===== src/rtl/regfile_pkg.sv =====
// Shared register-file definitions: widths, well-known registers and the writeback request type.
package regfile_pkg;

    localparam int unsigned REG_ADDR_W = 5;
    localparam int unsigned REG_DATA_W = 32;
    localparam int unsigned NUM_REGS   = 32;

    localparam logic [REG_ADDR_W-1:0] REG_ZERO     = '0;
    localparam logic [REG_ADDR_W-1:0] REG_SP       = 5'd29;
    localparam logic [REG_DATA_W-1:0] SP_RESET_VAL = 32'h0000_8000;

    typedef struct packed {
        logic [REG_ADDR_W-1:0] addr;
        logic [REG_DATA_W-1:0] data;
    } wb_req_t;

    function automatic logic is_zero_reg(input logic [REG_ADDR_W-1:0] addr);
        return addr == REG_ZERO;
    endfunction

endpackage


===== src/rtl/wb_fifo.sv =====
// In-order circular buffer of writeback requests; also exposes every slot, oldest first,
// so the owner can scan pending writes.
module wb_fifo
    import regfile_pkg::*;
#(
    parameter int unsigned DEPTH = 4,
    localparam int unsigned PTR_W = $clog2(DEPTH),
    localparam int unsigned CNT_W = PTR_W + 1
) (
    input  logic                    clock_i,
    input  logic                    reset_i,
    input  logic                    push_i,
    input  wb_req_t                 push_entry_i,
    input  logic                    pop_i,
    output logic                    full_o,
    output logic                    empty_o,
    output logic [CNT_W-1:0]        count_o,
    output wb_req_t                 head_o,
    output wb_req_t [DEPTH-1:0]     entries_o,
    output logic    [DEPTH-1:0]     valid_o
);

    wb_req_t            mem_q [DEPTH];
    logic [PTR_W-1:0]   wr_ptr_q, wr_ptr_d;
    logic [PTR_W-1:0]   rd_ptr_q, rd_ptr_d;
    logic [CNT_W-1:0]   count_q, count_d;

    assign full_o  = (count_q == CNT_W'(DEPTH));
    assign empty_o = (count_q == '0);
    assign count_o = count_q;
    assign head_o  = mem_q[rd_ptr_q];

    // Power-of-two depth lets the pointers wrap by plain overflow.
    always_comb begin
        wr_ptr_d = wr_ptr_q;
        rd_ptr_d = rd_ptr_q;
        count_d  = count_q;
        if (push_i) begin
            wr_ptr_d = wr_ptr_q + PTR_W'(1);
        end
        if (pop_i) begin
            rd_ptr_d = rd_ptr_q + PTR_W'(1);
        end
        if (push_i && !pop_i) begin
            count_d = count_q + CNT_W'(1);
        end else if (pop_i && !push_i) begin
            count_d = count_q - CNT_W'(1);
        end
    end

    always_ff @(posedge clock_i or posedge reset_i) begin
        if (reset_i) begin
            for (int i = 0; i < DEPTH; i++) begin
                mem_q[i] <= '0;
            end
            wr_ptr_q <= '0;
            rd_ptr_q <= '0;
            count_q  <= '0;
        end else begin
            if (push_i) begin
                mem_q[wr_ptr_q] <= push_entry_i;
            end
            wr_ptr_q <= wr_ptr_d;
            rd_ptr_q <= rd_ptr_d;
            count_q  <= count_d;
        end
    end

    // Slot k of the view is the k-th oldest entry; the last valid slot is the youngest.
    always_comb begin
        for (int k = 0; k < DEPTH; k++) begin
            entries_o[k] = mem_q[rd_ptr_q + PTR_W'(k)];
            valid_o[k]   = (CNT_W'(k) < count_q);
        end
    end

endmodule


===== src/rtl/regfile_write_scheduler.sv =====
// Register-file write port scheduler: queues writebacks, issues one per cycle, forwards pending
// values. Define WB_SCHED_TRACE_EN to print issued writes and dropped $0 requests.
module regfile_write_scheduler
    import regfile_pkg::*;
#(
    parameter int unsigned DATA_W = REG_DATA_W,
    parameter int unsigned ADDR_W = REG_ADDR_W,
    parameter int unsigned DEPTH  = 4,
    localparam int unsigned CNT_W = $clog2(DEPTH) + 1
) (
    input  logic              clock,
    input  logic              reset,
    input  logic              req_valid,
    output logic              req_ready,
    input  logic [ADDR_W-1:0] req_addr,
    input  logic [DATA_W-1:0] req_data,
    input  logic              rf_hold,
    output logic              rf_w_en,
    output logic [ADDR_W-1:0] rf_w_addr,
    output logic [DATA_W-1:0] rf_w_data,
    input  logic [ADDR_W-1:0] fwd_addr_s1,
    input  logic [ADDR_W-1:0] fwd_addr_s2,
    output logic              fwd_hit_s1,
    output logic              fwd_hit_s2,
    output logic [DATA_W-1:0] fwd_data_s1,
    output logic [DATA_W-1:0] fwd_data_s2,
    output logic [CNT_W-1:0]  pending_cnt
);

    logic                   full, empty, push, accept;
    wb_req_t                push_entry, head;
    wb_req_t [DEPTH-1:0]    entries;
    logic    [DEPTH-1:0]    valid;

    assign req_ready       = !full;
    assign accept          = req_valid && req_ready;
    assign push            = accept && !is_zero_reg(REG_ADDR_W'(req_addr));
    assign push_entry.addr = REG_ADDR_W'(req_addr);
    assign push_entry.data = REG_DATA_W'(req_data);

    wb_fifo #(
        .DEPTH (DEPTH)
    ) u_fifo (
        .clock_i      (clock),
        .reset_i      (reset),
        .push_i       (push),
        .push_entry_i (push_entry),
        .pop_i        (rf_w_en),
        .full_o       (full),
        .empty_o      (empty),
        .count_o      (pending_cnt),
        .head_o       (head),
        .entries_o    (entries),
        .valid_o      (valid)
    );

    assign rf_w_en   = !empty && !rf_hold;
    assign rf_w_addr = empty ? '0 : ADDR_W'(head.addr);
    assign rf_w_data = empty ? '0 : DATA_W'(head.data);

    // Walk oldest to youngest so the youngest match is the one left standing.
    always_comb begin
        fwd_hit_s1  = 1'b0;
        fwd_hit_s2  = 1'b0;
        fwd_data_s1 = '0;
        fwd_data_s2 = '0;
        for (int k = 0; k < DEPTH; k++) begin
            if (valid[k] && fwd_addr_s1 != '0 && ADDR_W'(entries[k].addr) == fwd_addr_s1) begin
                fwd_hit_s1  = 1'b1;
                fwd_data_s1 = DATA_W'(entries[k].data);
            end
            if (valid[k] && fwd_addr_s2 != '0 && ADDR_W'(entries[k].addr) == fwd_addr_s2) begin
                fwd_hit_s2  = 1'b1;
                fwd_data_s2 = DATA_W'(entries[k].data);
            end
        end
    end

`ifdef WB_SCHED_TRACE_EN
    always_ff @(posedge clock) begin
        if (!reset && rf_w_en) begin
            $display("[wb_sched] write r%0d = 0x%h", rf_w_addr, rf_w_data);
        end
        if (!reset && accept && !push) begin
            $display("[wb_sched] drop write to r0 (data 0x%h)", req_data);
        end
    end
`else
`endif

endmodule


===== config.mk =====
export PLATFORM = sky130hd
export DESIGN_NAME = regfile_write_scheduler
export DESIGN_NICKNAME = d
export VERILOG_FILES = /design/src/rtl/regfile_pkg.sv /design/src/rtl/wb_fifo.sv /design/src/rtl/regfile_write_scheduler.sv
export SDC_FILE = /design/constraint.sdc
export NUM_CORES = 1
export LEC_CHECK = 0
export CORE_MARGIN = 4
export CORE_UTILIZATION = 25
export CTS_BUF_LIST = sky130_fd_sc_hd__clkbuf_8
export DETAILED_ROUTE_END_ITERATION = 8
export MAX_ROUTING_LAYER = met4
export RECOVER_POWER = 50
export SETUP_SLACK_MARGIN = 0.3
export SYNTH_ARGS = -nofsm -noshare
export SYNTH_HDL_FRONTEND = slang
export SYNTH_SLANG_ARGS = --single-unit

===== constraint.sdc =====
create_clock -name clock -period 11 [get_ports clock]
set_input_delay 1.1 -clock clock [delete_from_list [all_inputs] [get_ports clock]]
set_output_delay 1.1 -clock clock [all_outputs]
set_load 0.005 [all_outputs]

# Yosys cells after proc, flatten, opt, wreduce, memory -nomap -nowiden

Cells that the tools add are included.

Flip-flop bits (word level): 155
Output and inout bits: 108
Word-level logic and storage cells: 109

Add/sub/neg operators: 6
Order comparisons: 10
Eq/ne operators: 9
Multiplexer cells: 35
Bitwise operators: 5
Reductions and logical operators: 33

Operators by type and width:

| cell                  | count |
|---|---|
| $mux W37              | 9 |
| $bmux W37 S2          | 4 |
| $mux W32              | 9 |
| $bwmux W148           | 1 |
| $demux W37 S2         | 1 |
| $eq A5 B5 Y1          | 8 |
| $logic_and A1 B1 Y1   | 22 |
| $ge A3 B3 Y1 const B  | 5 |
| $not A2 Y3            | 5 |
| $reduce_bool A5 Y1    | 2 |
| $mux W1               | 8 |
| $logic_not A1 Y1      | 6 |
| $lt A1 B3 Y1 const A  | 2 |
| $lt A2 B3 Y1 const A  | 2 |
| $mux W3               | 2 |
| $logic_not A5 Y1      | 1 |
| $mux W5               | 1 |
| $add A2 B1 Y2 const B | 2 |
| $add A2 B2 Y2 const B | 2 |
| $add A3 B1 Y3 const B | 1 |
| $eq A3 B3 Y1 const B  | 1 |
| $logic_not A3 Y1      | 1 |
| $lt A3 B1 Y1 const B  | 1 |
| $sub A3 B1 Y3 const B | 1 |
| $reduce_bool A2 Y1    | 1 |

# Logic depth before layout (Yosys ltp)

Gate-level depths: netlist (run 1).

Depth in word-level cells: 10
Mapped depth: 11
Mapped depth without buffers: 9

# Modules after synthesis

Synthesis (run 1) repeated with hierarchy kept, for this count alone.

Cell total of the unflattened synthesis: 1,001
Area total of the unflattened synthesis: 12,480.7 um^2

By module, submodules not included:

| module                  | instances | cells each | area an instance (um^2) | sequential area each (um^2) |
|---|---|---|---|---|
| wb_fifo                 | 1         | 574        | 9,770.6                 | 3,878.7 |
| regfile_write_scheduler | 1         | 427        | 2,710.1                 | 0.0 |

# Least setup slack after synthesis (run 1)

OpenSTA, ideal clock, no wires.

Path type: input port to output port
From: input port fwd_addr_s2[0]
To: output port fwd_data_s2[10]
Arrival time: 2,706 ps
Data required time: 9,900 ps
Slack: 7,194 ps
Stages: 9
Path buffers: 3
Path through: clkbuf_1 -> nor3_1 -> nand2_1 -> o211a_1 -> and2_1 -> buf_4 -> buf_4 -> a221o_1 -> a22o_1

Cells in the longest elaborated chain, start to end: 7

Ends and longest elaborated chain:

| item                              | line                          | text |
|---|---|---|
| start: declaration                | regfile_write_scheduler.sv:22 | `input logic [ADDR_W-1:0] fwd_addr_s2,` |
| $reduce_bool A5 Y1                | regfile_write_scheduler.sv:72 | `if (valid[k] && fwd_addr_s2 != '0 && ADDR_W'(entries[k].addr) == fwd_addr_s2) begin` |
| $logic_and A1 B1 Y1 (2 in series) | regfile_write_scheduler.sv:72 |  |
| $mux W32 (3 in series)            | regfile_write_scheduler.sv:72 |  |
| $mux W32 *                        | regfile_write_scheduler.sv:72 |  |
| end: declaration                  | regfile_write_scheduler.sv:26 | `output logic [DATA_W-1:0] fwd_data_s2,` |

Every way passes the cells marked *; elsewhere a longest branch is shown, timed or not.

# Worst setup path in the final report (run 1)

From: register u_fifo.rd_ptr_q[0]
To: output port fwd_data_s1[0]

Cells in the longest elaborated chain, start to end: 10

Ends and longest elaborated chain:

| item                                                                    | line                                         | text |
|---|---|---|
| start: declaration                                                      | wb_fifo.sv:25                                | `logic [PTR_W-1:0] rd_ptr_q, rd_ptr_d;` |
| start signal: assignment                                                | wb_fifo.sv:64                                | `rd_ptr_q <= rd_ptr_d;` |
| $add A2 B1 Y2 / $not A2 Y3 (equally long branches)                      | wb_fifo.sv:72                                | `entries_o[k] = mem_q[rd_ptr_q + PTR_W'(k)];` |
| $not A2 Y3 (not written as such) / $bmux W37 S2 (equally long branches) | wb_fifo.sv:72                                |  |
| $bmux W37 S2 / $mux W37 (equally long branches)                         | wb_fifo.sv:72                                |  |
| $mux W37 (not written as such)                                          | wb_fifo.sv:72                                |  |
| $mux W37 (not written as such) / $eq A5 B5 Y1 (equally long branches)   | wb_fifo.sv:72, regfile_write_scheduler.sv:68 |  |
| $eq A5 B5 Y1 / $logic_and A1 B1 Y1 (equally long branches)              | regfile_write_scheduler.sv:68                | `if (valid[k] && fwd_addr_s1 != '0 && ADDR_W'(entries[k].addr) == fwd_addr_s1) begin` |
| $logic_and A1 B1 Y1 / $mux W32 (equally long branches)                  | regfile_write_scheduler.sv:68                |  |
| $mux W32 (2 in series)                                                  | regfile_write_scheduler.sv:68                |  |
| $mux W32 *                                                              | regfile_write_scheduler.sv:68                |  |
| end: declaration                                                        | regfile_write_scheduler.sv:25                | `output logic [DATA_W-1:0] fwd_data_s1,` |

Every way passes the cells marked *; elsewhere a longest branch is shown, timed or not. The select of a mux whose other input is x is not followed.

==> impl_metrics.toml, run 1 <==
[outcome]
status = "finished with violations"
failed_checks = "capacitance limit, slew limit"

[synth]
ys_warn_count = 0
syn_nets = 1234
synth.distinct_cells = 42
synth_edf_count = 0
ys_seq_area_frac = 0.329
yosysTopAreaCell = "dfrtp_1"
syn_area_per_cell_um2 = 10.0
yosysTopAreaCellShare = 0.329
synthCells = 1174
synthArstFlopShare = 1.00
yosys-top-cells-area = "dfrtp_1 (33%), mux2_2 (17%), mux2i_1 (8.7%)"
synth.most_common_cell = "mux2_2"
synthTopCellsByCount = "mux2_2 (182), dfrtp_1 (155), a21oi_1 (125)"
ys.flop_type = "dfrtp_1"
syn-cell-area_um2 = 11800
ys_seq_elements = 155

[placement]
portBuffers = 158
gp_congestion = 0.837
dp_hpwl_um = 24800
pre_cts_slack_ns = 5.38
place_area_um2 = 13800
numPlacedInstances = 1843

[timing]
hold_viol_final = 0
slew_headroom = -1.65
rsz0062_at_grt = "no"
skew_ns = 0.0138
finalCritPeriodShare = 0.674
fin_ws_ns = 3.58
finalCriticalPeriod_ns = 7.42
drv_slew = 314
setup_viol = 0
max_freq_ghz = 0.135
hold_ws_ns = 0.525
worst-slew-pin-transition_ns = 3.98
fin_tns_setup_ns = 0

[finish]
design_area_um2 = 14200
area_growth_pct = 20.1
nNetsFinal = 1315
fillers = 4799
drive_above_1_share = 0.196
seq_area_um2 = 3890
postLayoutCoreUtil = 0.304
multi_input_area_um2 = 7390
fin_cells = 1879

[floorplan]
die-area_um2 = 50700
initial_core_util = 0.253
ios = 159
die_w_um = 225
die_h_um = 225
core_um2 = 46600
num_rows = 79

[pwr]
ir_worst_vdd_mv = 0.141
p_per_area_nw_per_um2 = 358
finalPower_mw = 5.07
total_leakage_power_nw = 5.35

[clock_tree]
path_clk_slew_ns = 0.09
post_cts_buffers = 0
cts_made_buffers = 17
postCtsHoldBufs = 0
cts_max_level = 4
cts_tree = "yes"
root_buffer = "clkbuf_8"
cts-resized-gates = 0
clockBufferDepth = 2
cts_sinks = 155
insertion_delay_ns = 0.48

[drt]
vias = 9770
antenna_left = 0
viasPerCell = 5.20
drt_wl_total_um = 36700
drc = 0
drt-pass1-iter-count = 5
drt-wirelength-per-cell_um = 19.5
drt_iter0_markers = 589

[setup_path]
crit_arrival_ns = 6.32
cpMaxStageDelayCell = "clkbuf_1"
start_kind = "flop"
cp_max_fo = 88
end_kind = "primary output"
slowest_delay_ns = 2.83
criticalPathCategory = "flop to primary output"
crit_chain = "inv_4, clkbuf_1, mux2i_1, nor3b_1, mux2_2, o211a_1, clkdlybuf4s50_1"
cp.required_ns = 9.90

[min_path]
worstHoldPathType = "flop to flop"

[global_route]
grt_max_degree = 89
overflow = 0
gr-usage-all-layers = 0.146
grt_antenna_before_repair = 4
grt_pass1_vias = 9753
grt_pass1_wl_um = 56300

[run]
maxCapViolCount = 5
cell usage in the layout, fill, tap and decap left out, types with 3 or more instances in the layout:
cell type	n
mux2_2	181
clkdlybuf4s50_1	153
dfrtp_1	153
a21oi_1	125
mux2i_1	103
nand2_1	75
nor2b_1	65
a211oi_1	55
nor2_1	41
xnor2_1	39
o21ai_0	35
a221o_1	31
a22o_1	31
o221ai_1	29
clkbuf_8	19
mux4_2	11
buf_4	11
nor3_1	9
mux4_1	9
ha_1	9
nand4_1	7
nand3_1	7
xor2_1	7
inv_1	5
dlygate4sd3_1	5
clkbuf_1	5
diode_2	4
or3_1	4
clkinvlp_4	4
clkinv_4	4
nor2_4	3
nor3b_1	3
o211a_1	3
state kept, by name, summed over array words and instances, names as in the netlist:
signal / cells
u_fifo.mem_q: 148
u_fifo.count_o: 3
u_fifo.rd_ptr_q: 2
u_fifo.wr_ptr_q: 2
critical path: cells and delay by family (launching register included):
kind	cells	cell delay, ns
flops	1	0.77
buf+inv	3	3.75
compound gates	1	0.24
simple gates	1	0.31
mux	2	0.73
final timing paths:
kind / from / slack [ns] / end / cells past startpoint
max: u_fifo.rd_ptr_q[0] / 3.58 / fwd_data_s1[0] / 7
min: u_fifo.mem_q[126] / 0.52 / u_fifo.mem_q[126] / 1
max reg2reg: u_fifo.rd_ptr_q[0] / 6.42 / u_fifo.rd_ptr_q[0] / 3
min reg2reg: u_fifo.mem_q[126] / 0.52 / u_fifo.mem_q[126] / 1
max in group asynchronous: reset / 3.88 / u_fifo.mem_q[21] / 3
min in group asynchronous: reset / 2.24 / u_fifo.mem_q[69] / 2
cell families (layout without fill, tap and decap cells):
family          after synthesis  after routing  synth area share
fa+ha+maj                     9              9           0.00955
compound gates              317            317             0.183
other cells                   0              4                 0
flops                       155            155             0.329
buf+inv                     119            213            0.0476
mux                         305            305             0.302
simple gates                223            223            0.0943
xor+xnor                     46             46            0.0342
layer usage:
layer,global-route usage,share of wire
met5,-,0
met4,0.0365,0.016
met3,0.0349,0.054
met2,0.239,0.48
met1,0.182,0.45
final cells by class:
cell class                      count  area share
Multi-Input combinational cell    900       0.522
Sequential cell                   155       0.275
Timing Repair Buffer              174       0.119
Tap cell                          607      0.0537
Clock buffer                       19      0.0185
Clock inverter                     13     0.00955
Inverter                            7     0.00212
Antenna cell                        4    0.000707
report_power, final:
group	total [mW]	switching [mW]	internal (mW)
clock	0.438	0.242	0.196
combinational	3.43	1.69	1.74
sequential	1.21	0.339	0.866
total	5.07	2.27	2.80
Power figures use the tool's default switching activity.
==> inputs of run 2 (changes only) <==
==> constraint.sdc (replaced) <==
create_clock -name clock -period 6.8 [get_ports clock]
set_input_delay 0.68 -clock clock [delete_from_list [all_inputs] [get_ports clock]]
set_output_delay 0.68 -clock clock [all_outputs]
set_load 0.005 [all_outputs]
==> run 2 against run 1 <==
  * Critical path type unchanged
  * Cell count about the same
  * First-iteration DRC count increased by 3.4%
  * Clock power grew 73%
  * Critical endpoint is now fwd_data_s1[5]
  * The flow still finishes with violations (capacitance limit, slew limit)
  * Setup slack lost 2.1 ns
  * Cell area increased by 0.37%
  * Worst hold slack worse by 0.0030 ns
  * Combinational power increased by 64%
  * Clock skew rose by 0.0061 ns
  * Sequential share of layout area is 0.10 points lower
  * Wire length up 1.5%
==> impl_metrics.toml, run 2 (synthesis results as in run 1) <==
[drt]
drc = 0
antenna_left = 0
drt_iter0_markers = 609
drt-wirelength-per-cell_um = 19.8
vias = 9872
drt_wl_total_um = 37300
drt-pass1-iter-count = 5
viasPerCell = 5.25

[timing]
fin_tns_setup_ns = 0
setup_viol = 0
max_freq_ghz = 0.188
drv_slew = 178
finalCriticalPeriod_ns = 5.31
worst-slew-pin-transition_ns = 4.10
slew_headroom = -1.75
rsz0062_at_grt = "no"
finalCritPeriodShare = 0.781
fin_ws_ns = 1.49
hold_ws_ns = 0.522
skew_ns = 0.0198
hold_viol_final = 0

[setup_path]
crit_buf_inv = 2
start_kind = "flop"
critPathTopFamily = "simple AND/OR/NAND/NOR gates"
cp_max_fo = 64
cpMaxStageDelayCell = "dfrtp_4"
criticalPathCategory = "flop to primary output"
end_kind = "primary output"
crit_chain = "mux4_1, xnor2_1, nand4_1, or2_0, nand2_1, buf_4, o221ai_1, clkdlybuf4s50_1"
slowest_delay_ns = 0.94
cp.required_ns = 6.12
crit_arrival_ns = 4.63

[clock_tree]
post_cts_buffers = 0
clockBufferDepth = 2
cts_made_buffers = 17
path_clk_slew_ns = 0.09
cts_sinks = 155
postCtsHoldBufs = 0
root_buffer = "clkbuf_8"
insertion_delay_ns = 0.47
cts_tree = "yes"
cts-resized-gates = 0
cts_max_level = 4

[global_route]
grt_pass1_vias = 9928
grt_pass1_wl_um = 58100
grt_antenna_before_repair = 2
overflow = 0
grt_max_degree = 186
gr-usage-all-layers = 0.150

[min_path]
worstHoldPathType = "flop to flop"

[placement]
pre_cts_slack_ns = 1.99
dp_hpwl_um = 25500
portBuffers = 158
gp_congestion = 0.885

[floorplan]
die_w_um = 225
die-area_um2 = 50700
num_rows = 79
core_um2 = 46600
initial_core_util = 0.253
die_h_um = 225
ios = 159

[finish]
postLayoutCoreUtil = 0.305
nNetsFinal = 1317
area_growth_pct = 20.6
drive_above_1_share = 0.198
final_common_cell = "mux2_2"
fillers = 4770
largest_register_ffs = 148
final_cell_mix = "mux2_2 (182), clkdlybuf4s50_1 (154), dfrtp_1 (153), a21oi_1 (125), mux2i_1 (103)"
regMostFlops = "u_fifo.mem_q"

[outcome]
failed_checks = "capacitance limit, slew limit"
status = "finished with violations"

[run]
maxCapViolCount = 3

[pwr]
ir_worst_vdd_mv = 0.399
p_per_area_nw_per_um2 = 580
total_leakage_power_nw = 5.40
[run 2: cell count changes in the layout (fill, tap and decap cells not counted), sizes merged]
cell           before  now
diode               4    3
bufinv              1    3
buf                11   16
clkinv              4    6
clkinvlp            5    2
clkbuf             24   20
dlygate4sd3         5    4
clkdlybuf4s50     153  154
[run 2: path summary, 6_finish.rpt]
path	to	slack [ns]	depth (start not counted)	start
max in group asynchronous	u_fifo.mem_q[19]	1.83	3	reset
min in group asynchronous	u_fifo.mem_q[36]	1.87	2	reset
hold / removal	u_fifo.mem_q[139]	0.52	1	u_fifo.mem_q[139]
setup / recovery	fwd_data_s1[5]	1.49	8	u_fifo.rd_ptr_q[0]
hold reg to reg	u_fifo.mem_q[139]	0.52	1	u_fifo.mem_q[139]
setup reg to reg	u_fifo.count_o[2]	3.23	9	u_fifo.count_o[0]
[run 2: layout make-up]
| type | count | area, um2 | area share |
|---|---|---|---|
| Multi-Input combinational cell | 900 | 7380 | 0.520 |
| Sequential cell | 155 | 3890 | 0.274 |
| Timing Repair Buffer | 176 | 1720 | 0.121 |
| Tap cell | 607 | 759 | 0.0535 |
| Clock buffer | 18 | 248 | 0.0174 |
| Clock inverter | 14 | 171 | 0.0121 |
| Inverter | 7 | 30.0 | 0.00211 |
| Antenna cell | 3 | 7.51 | 0.000528 |
[run 2: per-stage QoR]
stage | power [mW] | instance area (um2) | instances
3_3_place_gp | 7.37 | 13800 | 1845
5_1_grt | 8.90 | 14200 | 1879
2_1_floorplan | 5.53 | 11800 | 1174
6_report | 8.25 | 14200 | 1880
3_5_place_dp | 7.49 | 13800 | 1845
4_1_cts | 8.29 | 14200 | 1877
[run 2: per-layer routing]
layer | vias up | track usage | wire, um | share of wire
met5 | - | - | 0 | 0
met4 | 0 | 0.0464 | 803 | 0.022
met3 | 45 | 0.0257 | 1730 | 0.046
met2 | 327 | 0.236 | 17600 | 0.47
met1 | 4922 | 0.198 | 17100 | 0.46
li1 | 4578 | - | - | -
[run 2: report_power, final]
group / switching (mW) / leakage, nW / internal (mW)
combinational: 2.82 / 3.35 / 2.79
sequential: 0.479 / 1.84 / 1.40
clock: 0.382 / 0.216 / 0.375
==> inputs of run 3 (changes only) <==
==> constraint.sdc (replaced) <==
create_clock -name clock -period 4.45 [get_ports clock]
set_input_delay 0.445 -clock clock [delete_from_list [all_inputs] [get_ports clock]]
set_output_delay 0.445 -clock clock [all_outputs]
set_load 0.005 [all_outputs]
==> run 3 against run 2 <==
  * The run still ends with capacitance limit, slew limit left
  * Clock-buffer cell count decreased by 1
  * Sequential cell count unchanged
  * Die area unchanged
  * Setup slack got worse by 1.1 ns
  * Cell area increased by 4.5%
  * Core utilization increased by 1.4 points
  * Worst hold slack improved by 0.0072 ns
  * Clock skew decreased by 0.0059 ns
  * First-iteration DRC count increased by 25%
  * Sequential power increased by 47%
  * Critical endpoint is now fwd_data_s1[19]
  * Largest power group unchanged
==> impl_metrics.toml, run 3 (synthesis results as in run 1) <==
[placement]
pre_cts_slack_ns = 0.577
portBuffers = 158
gp_congestion = 0.863
dp_hpwl_um = 25100
place_area_um2 = 13900

[finish]
nNetsFinal = 1361
drive_above_1_share = 0.237
area_growth_pct = 25.9
final_common_cell = "mux2_2"
largest_register_ffs = 148
regMostFlops = "u_fifo.mem_q"
fillers = 4716
design_area_um2 = 14800
final_cell_mix = "mux2_2 (182), dfrtp_1 (153), clkdlybuf4s50_1 (130), a21oi_1 (125), mux2i_1 (102)"
postLayoutCoreUtil = 0.319

[timing]
slew_headroom = -0.517
max_freq_ghz = 0.246
fin_tns_setup_ns = 0
hold_viol_final = 0
finalCritPeriodShare = 0.914
setup_viol = 0
drv_slew = 156
finalCriticalPeriod_ns = 4.07
fin_ws_ns = 0.382
skew_ns = 0.0139
worst-slew-pin-transition_ns = 2.28
rsz0062_at_grt = "yes"

[outcome]
status = "finished with violations"
failed_checks = "capacitance limit, slew limit"

[floorplan]
die_h_um = 225
die-area_um2 = 50700
core_um2 = 46600
initial_core_util = 0.253
die_w_um = 225
ios = 159
num_rows = 79

[global_route]
overflow = 0
grt_antenna_before_repair = 2
grt_pass1_vias = 10200
grt_max_degree = 156
grt_pass1_wl_um = 60300
gr-usage-all-layers = 0.157

[drt]
drt-wirelength-per-cell_um = 20.6
drt_iter0_markers = 761
antenna_left = 0
viasPerCell = 5.32
drt_wl_total_um = 39700
drt-pass1-iter-count = 5
drc = 0
vias = 10200

[setup_path]
critPathLaunch = "u_fifo.rd_ptr_q[1]"
cp_max_fo = 29
regToRegEndpoint = "u_fifo.mem_q[135]"
end_kind = "primary output"
regToRegStartpoint = "u_fifo.count_o[0]"
cp.required_ns = 4.01
crit_arrival_ns = 3.62
start_kind = "flop"
r2r_cells = 9
critPathCapture = "fwd_data_s1[19]"
criticalPathCategory = "flop to primary output"
ff2ff_setup_slack_ns = 1.06

[clock_tree]
postCtsHoldBufs = 0
cts_max_level = 4
root_buffer = "clkbuf_8"
cts_sinks = 155
insertion_delay_ns = 0.48
clockBufferDepth = 2
cts_made_buffers = 17
cts_tree = "yes"
path_clk_slew_ns = 0.10

[pwr]
finalPower_mw = 13.0
ir_worst_vdd_mv = 0.479
p_per_area_nw_per_um2 = 876
total_leakage_power_nw = 5.97

[min_path]
worstHoldPathType = "flop to flop"

[run]
maxCapViolCount = 1
==> run 3: changes by cell type in the layout (fill, tap and decap cells not counted), sizes merged <==
cell           change
clkdlybuf4s50     -24
bufinv             -2
diode              -1
buf               +38
dlymetal6s2s      +12
clkbuf             +2
bufbuf             +3
dlygate4sd3        +1
inv                +3
dlygate4sd2       +11
==> run 3: metrics by stage <==
step	std cells	hold slack (ns)
after floorplan	1174	0.488
after global placement	1852	0.499
after detailed placement	1852	0.506
after CTS	1902	0.531
after global routing	1923	0.540
final	1923	0.529
==> run 3: what timing repair did <==
item                       4_1_cts  5_1_grt
pin swaps                        6        6
setup endpoints to repair       64       53
resized for setup               27       22
gates cloned                     4        1
buffers inserted                14       18
==> run 3: worst min path at each step <==
stage                            from           endpoint  slack (ns)  cells past startpoint
finish              u_fifo.mem_q[139]  u_fifo.mem_q[139]        0.53                      1
global route        u_fifo.mem_q[137]  u_fifo.mem_q[137]        0.54                      1
CTS                 u_fifo.mem_q[139]  u_fifo.mem_q[139]        0.53                      1
detailed placement  u_fifo.mem_q[139]  u_fifo.mem_q[139]        0.51                      1
global placement     u_fifo.mem_q[18]   u_fifo.mem_q[18]        0.50                      1
floorplan           u_fifo.mem_q[112]  u_fifo.mem_q[112]        0.49                      1
==> run 3: cell type report <==
cell class	instances	area [um2]	share of cell area
antenna	2	5.00	0.000337
clock buffer	17	234	0.0158
clock inverter	15	154	0.0104
inverter	7	32.5	0.00219
multi-input combinational	900	7430	0.501
sequential	155	3890	0.262
tap	607	759	0.0512
timing repair buffer	220	2340	0.158
==> run 3: report_power, final <==
part	switching, mW	leakage (nW)	internal [mW]
combinational	4.56	3.94	4.57
sequential	0.622	1.84	2.15
clock	0.644	0.197	0.461
==> run 3: worst max-delay path, cell delays in order, from the launching register on <==
cell and delay (ns):
dfrtp_4 0.55, clkbuf_4 0.20, buf_6 0.16, mux4_2 0.34
buf_4 0.17, xnor2_1 0.12, nand4_1 0.10, buf_4 0.18
nor2_2 0.17, o221ai_4 0.12, buf_12 0.20, o221ai_1 0.24
clkdlybuf4s50_1 0.55
==> run 3: layer usage <==
| metal | global-route usage | wire, um | vias to the layer above |
|---|---|---|---|
| met5 | - | 0 | - |
| met4 | 0.0499 | 1010 | 0 |
| met3 | 0.0267 | 2070 | 54 |
| met2 | 0.248 | 18600 | 325 |
| met1 | 0.206 | 18000 | 5184 |
| li1 | - | - | 4667 |
